$ cat src/rtl/i2c_slave_ctrl.sv
// I2C slave transaction controller: sequences address reception, ACK/NACK
// generation and byte transmission from decoder and SCL timer event pulses.
module i2c_slave_ctrl (
    input  logic       clk,
    input  logic       n_rst,
    input  logic       start_found,
    input  logic       stop_found,
    input  logic       address_match,
    input  logic       rw_mode,
    input  logic       byte_received,
    input  logic       ack_prep,
    input  logic       check_ack,
    input  logic       ack_done,
    input  logic       sda_in,
    input  logic       tx_fifo_empty,
    output logic       rx_enable,
    output logic       tx_enable,
    output logic       read_enable,
    output logic       load_data,
    output logic [1:0] sda_mode,
    output logic [7:0] tx_count
);

    typedef enum logic [3:0] {
        IDLE       = 4'd0,
        RX_ADDR    = 4'd1,
        ADDR_CHECK = 4'd2,
        ACK_PREP   = 4'd3,
        ACK_DRIVE  = 4'd4,
        NACK_PREP  = 4'd5,
        NACK_DRIVE = 4'd6,
        LOAD       = 4'd7,
        TX_BYTE    = 4'd8,
        CHECK_MACK = 4'd9,
        MACK_DONE  = 4'd10
    } state_t;

    state_t state, next_state;
    logic   nack_flag, nack_flag_next;

    always_ff @(posedge clk or negedge n_rst) begin
        if (!n_rst) begin
            state     <= IDLE;
            nack_flag <= 1'b0;
            tx_count  <= 8'd0;
        end else begin
            state     <= next_state;
            nack_flag <= nack_flag_next;
            if (start_found)
                tx_count <= 8'd0;
            else if (state == LOAD && !stop_found && tx_count != 8'hFF)
                tx_count <= tx_count + 8'd1;
        end
    end

    always_comb begin
        next_state     = state;
        nack_flag_next = 1'b0;
        case (state)
            IDLE:       if (start_found) next_state = RX_ADDR;
            RX_ADDR:    if (byte_received) next_state = ADDR_CHECK;
            ADDR_CHECK: next_state = (address_match && rw_mode && !tx_fifo_empty)
                                     ? ACK_PREP : NACK_PREP;
            ACK_PREP:   if (ack_prep) next_state = ACK_DRIVE;
            ACK_DRIVE:  if (ack_done) next_state = LOAD;
            NACK_PREP:  if (ack_prep) next_state = NACK_DRIVE;
            NACK_DRIVE: if (ack_done) next_state = IDLE;
            LOAD:       next_state = TX_BYTE;
            TX_BYTE:    if (ack_prep) next_state = CHECK_MACK;
            CHECK_MACK: begin
                // A master NACK is remembered so the bus is released until the ACK bit ends
                if (nack_flag) begin
                    if (ack_done) next_state = IDLE;
                    else          nack_flag_next = 1'b1;
                end else if (check_ack) begin
                    if (sda_in) nack_flag_next = 1'b1;
                    else        next_state = MACK_DONE;
                end
            end
            MACK_DONE:  if (ack_done) next_state = LOAD;
            default:    next_state = IDLE;
        endcase
        if (start_found) begin
            next_state     = RX_ADDR;
            nack_flag_next = 1'b0;
        end
        if (stop_found) begin
            next_state     = IDLE;
            nack_flag_next = 1'b0;
        end
    end

    always_comb begin
        rx_enable   = 1'b0;
        tx_enable   = 1'b0;
        read_enable = 1'b0;
        load_data   = 1'b0;
        sda_mode    = 2'b00;
        case (state)
            RX_ADDR:    rx_enable = 1'b1;
            ACK_DRIVE:  sda_mode = 2'b01;
            NACK_DRIVE: sda_mode = 2'b10;
            LOAD: begin
                read_enable = 1'b1;
                load_data   = 1'b1;
            end
            TX_BYTE: begin
                tx_enable = 1'b1;
                sda_mode  = 2'b11;
            end
            default: ;
        endcase
    end

endmodule

$ cat config.mk
export PLATFORM = sky130hd
export DESIGN_NAME = i2c_slave_ctrl
export DESIGN_NICKNAME = d
export VERILOG_FILES = /design/src/rtl/i2c_slave_ctrl.sv
export SDC_FILE = /design/constraint.sdc
export NUM_CORES = 1
export LEC_CHECK = 0
export ABC_CLOCK_PERIOD_IN_PS = 1750
export CAP_MARGIN = 15
export CORE_AREA = 2 2 52 54
export DETAILED_ROUTE_END_ITERATION = 10
export DIE_AREA = 0 0 54 56
export HOLD_SLACK_MARGIN = 0.12
export PLACE_DENSITY = 0.7
export SLEW_MARGIN = 20
export SYNTH_ARGS = -nofsm -noshare
export SYNTH_HDL_FRONTEND = slang
export SYNTH_SLANG_ARGS = --single-unit
$ cat constraint.sdc
create_clock -name clk -period 1.75 [get_ports clk]
set_input_delay 0.2625 -clock clk [delete_from_list [all_inputs] [get_ports clk]]
set_output_delay 0.2625 -clock clk [all_outputs]
set_load 0.05 [all_outputs]
Word level (Yosys, flattened, before mapping)
Index checks and enable logic that the tools add are counted.
W data, S select, Z words.
{"block": "word_totals", "reg_bits": 13, "in_bits": 12, "out_inout_bits": 14, "word_cells": 59}
{"block": "op_classes", "n_addsub": 1, "eq_ne": 19, "n_mux": 26, "reduce_logical": 10}
{"cell": "$mux W4", "count": 11}
{"cell": "$pmux W4 S10", "count": 1}
{"cell": "$eq A4 B3 Y1 const B", "count": 4}
{"cell": "$mux W8", "count": 2}
{"cell": "$ne A4 B4 Y1 const B", "count": 4}
{"cell": "$eq A4 B4 Y1 const B", "count": 3}
{"cell": "$mux W1", "count": 10}
{"cell": "$ne A5 B5 Y1 const B", "count": 2}
{"cell": "$add A8 B1 Y8 const B", "count": 1}
{"cell": "$eq A4 B2 Y1 const B", "count": 2}
{"cell": "$ne A8 B8 Y1 const B", "count": 1}
{"cell": "$reduce_and A8 Y1", "count": 1}
{"cell": "$pmux W2 S3", "count": 1}
{"cell": "$eq A4 B1 Y1 const B", "count": 1}
{"cell": "$logic_and A1 B1 Y1", "count": 4}
{"cell": "$logic_not A4 Y1", "count": 1}
{"cell": "$ne A4 B1 Y1 const B", "count": 1}
{"cell": "$mux W3", "count": 1}
{"cell": "$ne A3 B3 Y1 const B", "count": 1}
{"cell": "$logic_not A1 Y1", "count": 2}
{"cell": "$reduce_bool A2 Y1", "count": 1}
{"cell": "$reduce_or A2 Y1", "count": 1}

Logic depth before layout (Yosys ltp)
Gate-level depths: netlist of run 1.
{"block": "depth", "word_depth": 6, "mapped_depth": 6, "ltp_nobuf": 5}

Worst setup path before layout of run 1
Ideal clock, no wire load.
{"block": "synth_path", "kind": "register -> output", "startpoint": "register state[2]", "endpoint": "output port sda_mode[0]", "t_arrival_ps": 1864, "slack_ps": -376, "path_stages_with_launch": 5, "cell_sequence": "dfrtp_1 buf_2 clkbuf_1 xnor2_1 nor3_1"}
{"block": "synth_via", "elab_chain_len": 2, "word_cells_on_any_way": 4, "cone_classes": "eq/ne: 3; mux: 1"}
{"element": "start, declared", "line": "38", "rtl": "state_t state, next_state;"}
{"element": "start signal, assigned", "line": "47", "rtl": "state <= next_state;"}
{"element": "$eq A4 B4 Y1 or $eq A4 B3 Y1 (tied branches)", "line": "99", "rtl": "case (state)"}
{"element": "$pmux W2 S3 (*)", "line": "99"}
{"element": "end, declared", "line": "20", "rtl": "output logic [1:0] sda_mode,"}
Mark *: on every way between the ends. The rest lies on a longest branch, timed or not.

Worst setup path in the final report of run 1
{"block": "layout_path", "startpoint": "register state[2]", "endpoint": "register state[2]"}
{"block": "layout_via", "elab_chain_len": 5, "word_cells_on_any_way": 26, "cone_classes": "eq/ne: 18; mux: 5; reduce/logical: 3"}
{"element": "$eq A4 B3 Y1 (tied with other cells)", "line": "59", "rtl": "case (state)"}
{"element": "$reduce_or A2 Y1 (no line) or $mux W4 (tied branches)"}
{"element": "$pmux W4 S10", "line": "59"}
{"element": "$mux W4", "line": "83", "rtl": "if (start_found) begin"}
{"element": "$mux W4", "line": "87", "rtl": "if (stop_found) begin"}
Several ways; a longest one is shown, not always the timed one.
A chain may end at the register's enable or synchronous reset.

==> results.sh, run 1 <==
export IMPL_p_leak_nw=0.793
export IMPL_yosysMostFrequentCell="dfrtp_1"
export IMPL_placed_area_um2=1580
export IMPL_htreeDepth=1
export IMPL_diodes=0
export IMPL_hold_viol_final=0
export IMPL_die_y_um=56
export IMPL_place_inst=189
export IMPL_path_clk_slew_ns=0.09
export IMPL_postLayoutCellArea_um2=1870
export IMPL_port_buffers=25
export IMPL_core_area_um2=2430
export IMPL_synth_top_flop_cell="dfrtp_1"
export IMPL_hpwlAfterDp_mm=2.29
export IMPL_setup_viol=10
export IMPL_hold_worst_slack_ns=0.272
export IMPL_start_util_pct=42.7
export IMPL_grt_pass1_wl_mm=5.21
export IMPL_grt_pass1_vias=1190
export IMPL_fin_util_pct=77.0
export IMPL_async_flop_share_pct=100
export IMPL_regArea_um2=338
export IMPL_pwr_share_clk_pct=26.5
export IMPL_met1_usage_pct=26.2
export IMPL_final_layout_size_suffix_gt1_share_pct=58.3
export IMPL_wl_per_cell_um=17.5
export IMPL_wirelength_mm=3.60
export IMPL_fillCellCount=164
export IMPL_cp_required_ns=1.93
export IMPL_syn_area_per_cell_um2=8.95
export IMPL_syn_num_nets=129
export IMPL_intPower_mw=0.505
export IMPL_critPathArrivalTime_ns=2.07
export IMPL_synth_cells=116
export IMPL_slew_headroom_pct=71.2
export IMPL_cts_root_buf="clkbuf_4"
export IMPL_max_vdd_ir_drop_uv=452
export IMPL_p_comb_share_pct=30.9
export IMPL_drcViolationCount=0
export IMPL_vias_per_cell=6.03
export IMPL_die_x_um=54
export IMPL_drtIter0Drc=44
export IMPL_rr_worst_depth=5
export IMPL_swShare_pct=31.4
export IMPL_num_vias=1236
export IMPL_numCtsBuffers=3
export IMPL_yosys_warnings=0
export IMPL_fp_row_count=18
export IMPL_worstSkewPairLatency_ns=0.29
export IMPL_synth_edf_count=0
export IMPL_max_freq_mhz=528
export IMPL_dieArea_um2=3020
export IMPL_grt_total_usage_pct=23.0
export IMPL_hold_class="input pin to asynchronous set/reset pin"
export IMPL_synth_top_area_cell="dfrtp_1"
export IMPL_p_seq_share_pct=42.6
export IMPL_rsz0062_at_grt="yes"
export IMPL_grtUsageMet3_pct=2.96
export IMPL_cts_tree="yes"
export IMPL_p_switching_mw=0.232
export IMPL_first_pass_iters=4
export IMPL_finalPower_mw=0.737
export IMPL_path_class="register to register"
export IMPL_critPathMaxFanout=7
export IMPL_fin_skew_ns=0.00700
export IMPL_tns_ns=-0.756
export IMPL_worst_slack_ns=-0.145
export IMPL_multi_input_area_um2=821
export IMPL_fin_cells=205
export IMPL_antenna_found_initial=0
export IMPL_slew_viol_final=0
export IMPL_cts_sinks=13
export IMPL_post_place_ws_ns=-0.188
export IMPL_ant_nets=0
export IMPL_finalCritPeriodShare_pct=108
export IMPL_yosysUniqueCellTypes=49
export IMPL_synth_common_cells="13 x dfrtp_1, 7 x nor2_1, 6 x inv_1"
export IMPL_maxCapViolCount=0
export IMPL_seq_area_frac_synth_pct=31.3
export IMPL_ys_ff_latch=13
export IMPL_nets=189
export IMPL_io_pins=26
export IMPL_fin_crit_ns=1.89
export IMPL_synthTopCellsByArea="dfrtp_1 31%, or3b_2 3.4%, mux2i_1 2.9%"
export IMPL_place_gp_congestion=0.799
export IMPL_violations="setup timing"
export IMPL_status="finished, violations left"
export IMPL_grt_start_max_net_pins=15
export IMPL_worst_slew_pin_slew_ns=0.428
export IMPL_p_per_area_nw_per_um2=394
export IMPL_cts_hold_buf=0
export IMPL_synth_area_um2=1040
export IMPL_area_delta_synth_final_pct=80.2
export IMPL_synth_top_cell_area_share_pct=31.3
export IMPL_cp_start_kind="register"
export IMPL_grt_busiest_layer="met2"
export IMPL_cp_end_kind="register"
export IMPL_grt_util_met2_pct=40.9
export IMPL_clockBufferDepth=2
export IMPL_grt_overflow=0
path summary, 6_finish.rpt:
check | startpoint | endpoint | slack, ns
max | state[2]$_DFFE_PN0P_ | state[2]$_DFFE_PN0P_ | -0.14
min | n_rst | tx_count[7]$_DFFE_PN0P_ | 0.27
max reg2reg | state[2]$_DFFE_PN0P_ | state[2]$_DFFE_PN0P_ | -0.14
min reg2reg | tx_count[1]$_DFFE_PN0P_ | tx_count[1]$_DFFE_PN0P_ | 0.58
max in group asynchronous | n_rst | state[0]$_DFFE_PN0P_ | 1.28
min in group clk | stop_found | nack_flag$_DFF_PN0_ | 0.58
final cells by class:
cell class / count / area share, %
Multi-Input combinational cell: 89 / 43.9
Timing Repair Buffer: 63 / 33.1
Sequential cell: 13 / 18.0
Tap cell: 30 / 2.01
Inverter: 6 / 1.54
Clock buffer: 3 / 1.20
Clock inverter: 1 / 0.267
power by group through the flow:
stage	Combinational (mW)	Sequential, mW	Clock (mW)
final	0.228	0.314	0.195
after global routing	0.239	0.315	0.207
after detailed placement	0.190	0.321	0
after global placement	0.186	0.321	0
after floorplan	0.0943	0.318	0
after CTS	0.198	0.317	0.204
timing repair:
action / in CTS / in global routing
pin swaps: 12 / 7
setup buffers: 9 / 5
endpoints found under the setup margin: 14 / 13
hold endpoints to repair: 0 / 0
resized for setup: 29 / 12
layer usage:
metal | part of all wire [%] | up-vias
li1 | - | 563
met1 | 41 | 611
met2 | 53 | 55
met3 | 4.4 | 7
met4 | 1.6 | 0
met5 | 0 | -
worst max-delay path: stages (launching register included):
cell and delay, ns:
dfrtp_2 0.47, buf_4 0.19, or3b_4 0.40, a211oi_4 0.24, or3_4 0.18, mux2_4 0.30
registers in the layout, indices dropped and copies added (netlist names):
register	flops
nack_flag	1
tx_count	8
state	4
cell families (layout without fill, tap and decap cells):
kind of cell	after synthesis	count (layout)	share of synthesized area, %
buffers and inverters	14	73	6.14
and+or+nand+nor	51	51	32.4
DFF	13	13	31.3
AOI/OAI and AO/OA	29	29	21.3
muxes	5	5	5.06
xor gates and xnor gates	3	3	2.53
adders and majority gates	1	1	1.20
placed cells by master (no fill, tap or decap), drive strengths merged, types with 2 or more instances in the layout:
master / synthesis / layout
a2111oi: 2 / 2
a211oi: 2 / 2
a21oi: 4 / 4
a311oi: 2 / 2
a31oi: 2 / 2
and2: 3 / 3
and3: 2 / 2
buf: 5 / 52
clkbuf: 3 / 3
clkdlybuf4s50: 0 / 11
dfrtp: 13 / 13
inv: 6 / 5
mux2: 2 / 2
mux2i: 3 / 3
nand2: 4 / 4
nand2b: 3 / 3
nand3: 4 / 4
nand3b: 3 / 3
nor2: 7 / 7
nor2b: 4 / 4
nor3: 3 / 3
o21ai: 3 / 3
o311ai: 2 / 2
o31ai: 2 / 2
o41ai: 2 / 2
or3: 3 / 3
or3b: 4 / 4
or4: 2 / 2
or4b: 2 / 2
xnor2: 3 / 3
Power figures use the tool's default switching activity.
==> run 2: changes to the inputs <==
--- a/config.mk
+++ b/config.mk
@@ -11,6 +11,7 @@
 export DETAILED_ROUTE_END_ITERATION = 10
 export DIE_AREA = 0 0 54 56
 export HOLD_SLACK_MARGIN = 0.12
+export MAX_ROUTING_LAYER = met4
 export PLACE_DENSITY = 0.7
 export SLEW_MARGIN = 20
 export SYNTH_ARGS = -nofsm -noshare
==> results.sh, run 2 (synthesis gave the netlist of run 1 again) <==
export IMPL_ant_nets=0
export IMPL_worst_slack_ns=-0.134
export IMPL_largest_register="tx_count"
export IMPL_die_x_um=54
export IMPL_finalPower_mw=0.734
export IMPL_worst_slew_pin_slew_ns=0.434
export IMPL_critPathArrivalTime_ns=2.06
export IMPL_clockBufferDepth=2
export IMPL_finalCritPeriodShare_pct=108
export IMPL_nets=188
export IMPL_cp_start_kind="register"
export IMPL_cp_required_ns=1.93
export IMPL_max_vdd_ir_drop_uv=420
export IMPL_start_util_pct=42.7
export IMPL_p_per_area_nw_per_um2=392
export IMPL_numCtsBuffers=3
export IMPL_grt_total_usage_pct=23.6
export IMPL_place_gp_congestion=0.810
export IMPL_io_pins=26
export IMPL_worstSkewPairLatency_ns=0.29
export IMPL_dieArea_um2=3020
export IMPL_cp_slowest_stage_delay_ns=0.45
export IMPL_grt_pass1_vias=1190
export IMPL_final_layout_size_suffix_gt1_share_pct=58.0
export IMPL_violations="setup timing"
export IMPL_largest_reg_flops=8
export IMPL_critPathMaxFanout=3
export IMPL_fin_skew_ns=0.00789
export IMPL_crit_buf_inv=2
export IMPL_fin_crit_ns=1.88
export IMPL_hold_worst_slack_ns=0.270
export IMPL_hold_class="input pin to asynchronous set/reset pin"
export IMPL_diodes=0
export IMPL_cp_end_kind="register"
export IMPL_die_y_um=56
export IMPL_grt_overflow=0
export IMPL_crit_chain="buf_6 > buf_6 > or3b_4 > a211oi_4 > or3_4 > mux2_4"
export IMPL_cts_hold_buf=0
export IMPL_drtIter0Drc=30
export IMPL_status="finished, violations left"
export IMPL_cpMaxStageDelayCell="dfrtp_2"
export IMPL_fp_row_count=18
export IMPL_cts_root_buf="clkbuf_4"
export IMPL_maxCapViolCount=0
export IMPL_reg_top3="tx_count: 8 flops, state: 4 flops, nack_flag: 1 flops"
export IMPL_setup_viol=10
export IMPL_cts_sinks=13
export IMPL_hold_viol_final=0
export IMPL_port_buffers=25
export IMPL_wl_per_cell_um=17.1
export IMPL_slew_headroom_pct=70.8
export IMPL_p_leak_nw=0.791
export IMPL_cp_depth=6
export IMPL_area_delta_synth_final_pct=80.4
export IMPL_path_class="register to register"
export IMPL_core_area_um2=2430
export IMPL_rsz0062_at_grt="yes"
export IMPL_layout_common_cells="34 x buf_4, 11 x clkdlybuf4s50_1, 10 x buf_6, 10 x dfrtp_2, 7 x buf_12"
export IMPL_antenna_found_initial=0
export IMPL_postLayoutCellArea_um2=1870
export IMPL_grt_start_max_net_pins=15
export IMPL_htreeDepth=1
export IMPL_cpMostUsedCell="buf_6"
export IMPL_slew_viol_final=0
export IMPL_placed_area_um2=1580
export IMPL_hpwlAfterDp_mm=2.29
export IMPL_wirelength_mm=3.50
export IMPL_cp_top_family="simple AND/OR/NAND/NOR gates"
export IMPL_vias_per_cell=6.04
export IMPL_max_freq_mhz=531
export IMPL_path_clk_slew_ns=0.09
export IMPL_grt_pass1_wl_mm=5.22
export IMPL_layout_commonest_cell="buf_4"
export IMPL_cts_tree="yes"
export IMPL_fillCellCount=167
export IMPL_first_pass_iters=4
export IMPL_num_vias=1232
export IMPL_rr_worst_depth=6
export IMPL_drcViolationCount=0
## run 2: cell types whose count changed in the layout (fill, tap and decap cells not counted), sizes merged
| cell | before | now |
|---|---|---|
| buf | 52 | 51 |
## run 2: final timing paths
| path | startpoint | endpoint | slack (ns) |
|---|---|---|---|
| max | state[3]$_DFFE_PN0P_ | state[2]$_DFFE_PN0P_ | -0.13 |
| min in group clk | stop_found | nack_flag$_DFF_PN0_ | 0.58 |
| max reg2reg | state[3]$_DFFE_PN0P_ | state[2]$_DFFE_PN0P_ | -0.13 |
| max in group asynchronous | n_rst | state[0]$_DFFE_PN0P_ | 1.29 |
| min | n_rst | tx_count[7]$_DFFE_PN0P_ | 0.27 |
| min reg2reg | tx_count[1]$_DFFE_PN0P_ | tx_count[1]$_DFFE_PN0P_ | 0.58 |
## run 2: layout make-up
class	instances	area [µm²]	share of cell area (%)
sequential	13	338	18.0
inverter	6	28.8	1.54
clock inverter	1	5.00	0.267
multi-input combinational	89	823	44.0
timing repair buffer	62	618	33.0
clock buffer	3	22.5	1.20
tap	30	37.5	2.00
## run 2: worst register-to-register path, delay by kind of cell, from the launching register on
family / cells / cell delay [ns]
simple gates: 2 / 0.55
flops: 1 / 0.45
mux: 1 / 0.30
compound gates: 1 / 0.25
buf+inv: 2 / 0.24
## run 2: where the power goes
group | switching, mW | leakage (nW) | internal, mW
clock network | 0.109 | 0.0177 | 0.0850
logic | 0.111 | 0.609 | 0.115
registers | 0.00847 | 0.164 | 0.305
## run 2: routing by layer
| metal | up-vias | GRT usage (%) | wire length, µm |
|---|---|---|---|
| li1 | 565 | - | - |
| met1 | 618 | 26.6 | 1470 |
| met2 | 41 | 40.9 | 1860 |
| met3 | 8 | 2.42 | 108 |
| met4 | 0 | 10.0 | 62 |
| met5 | - | - | 0 |
## run 2: repair_timing
action                                 CTS  global route
resized for setup                       29            16
setup buffers                            9             4
pin swaps                               12             9
cloned                                   0             0
endpoints found under the hold margin    0             0
setup endpoints to repair               14            13
## run 2: through the flow
| stage | instances | setup TNS [ns] | util [%] | worst slack, ns |
|---|---|---|---|---|
| floorplan | 116 | -0.00922 | - | -0.00922 |
| global placement | 189 | -0.535 | 65.1 | -0.121 |
| CTS | 201 | -0.683 | 73.4 | -0.126 |
| global route | 204 | -1.13 | 77.0 | -0.174 |
| finish | 204 | -0.679 | 77.0 | -0.134 |
| detailed placement | 189 | -0.827 | 65.1 | -0.188 |
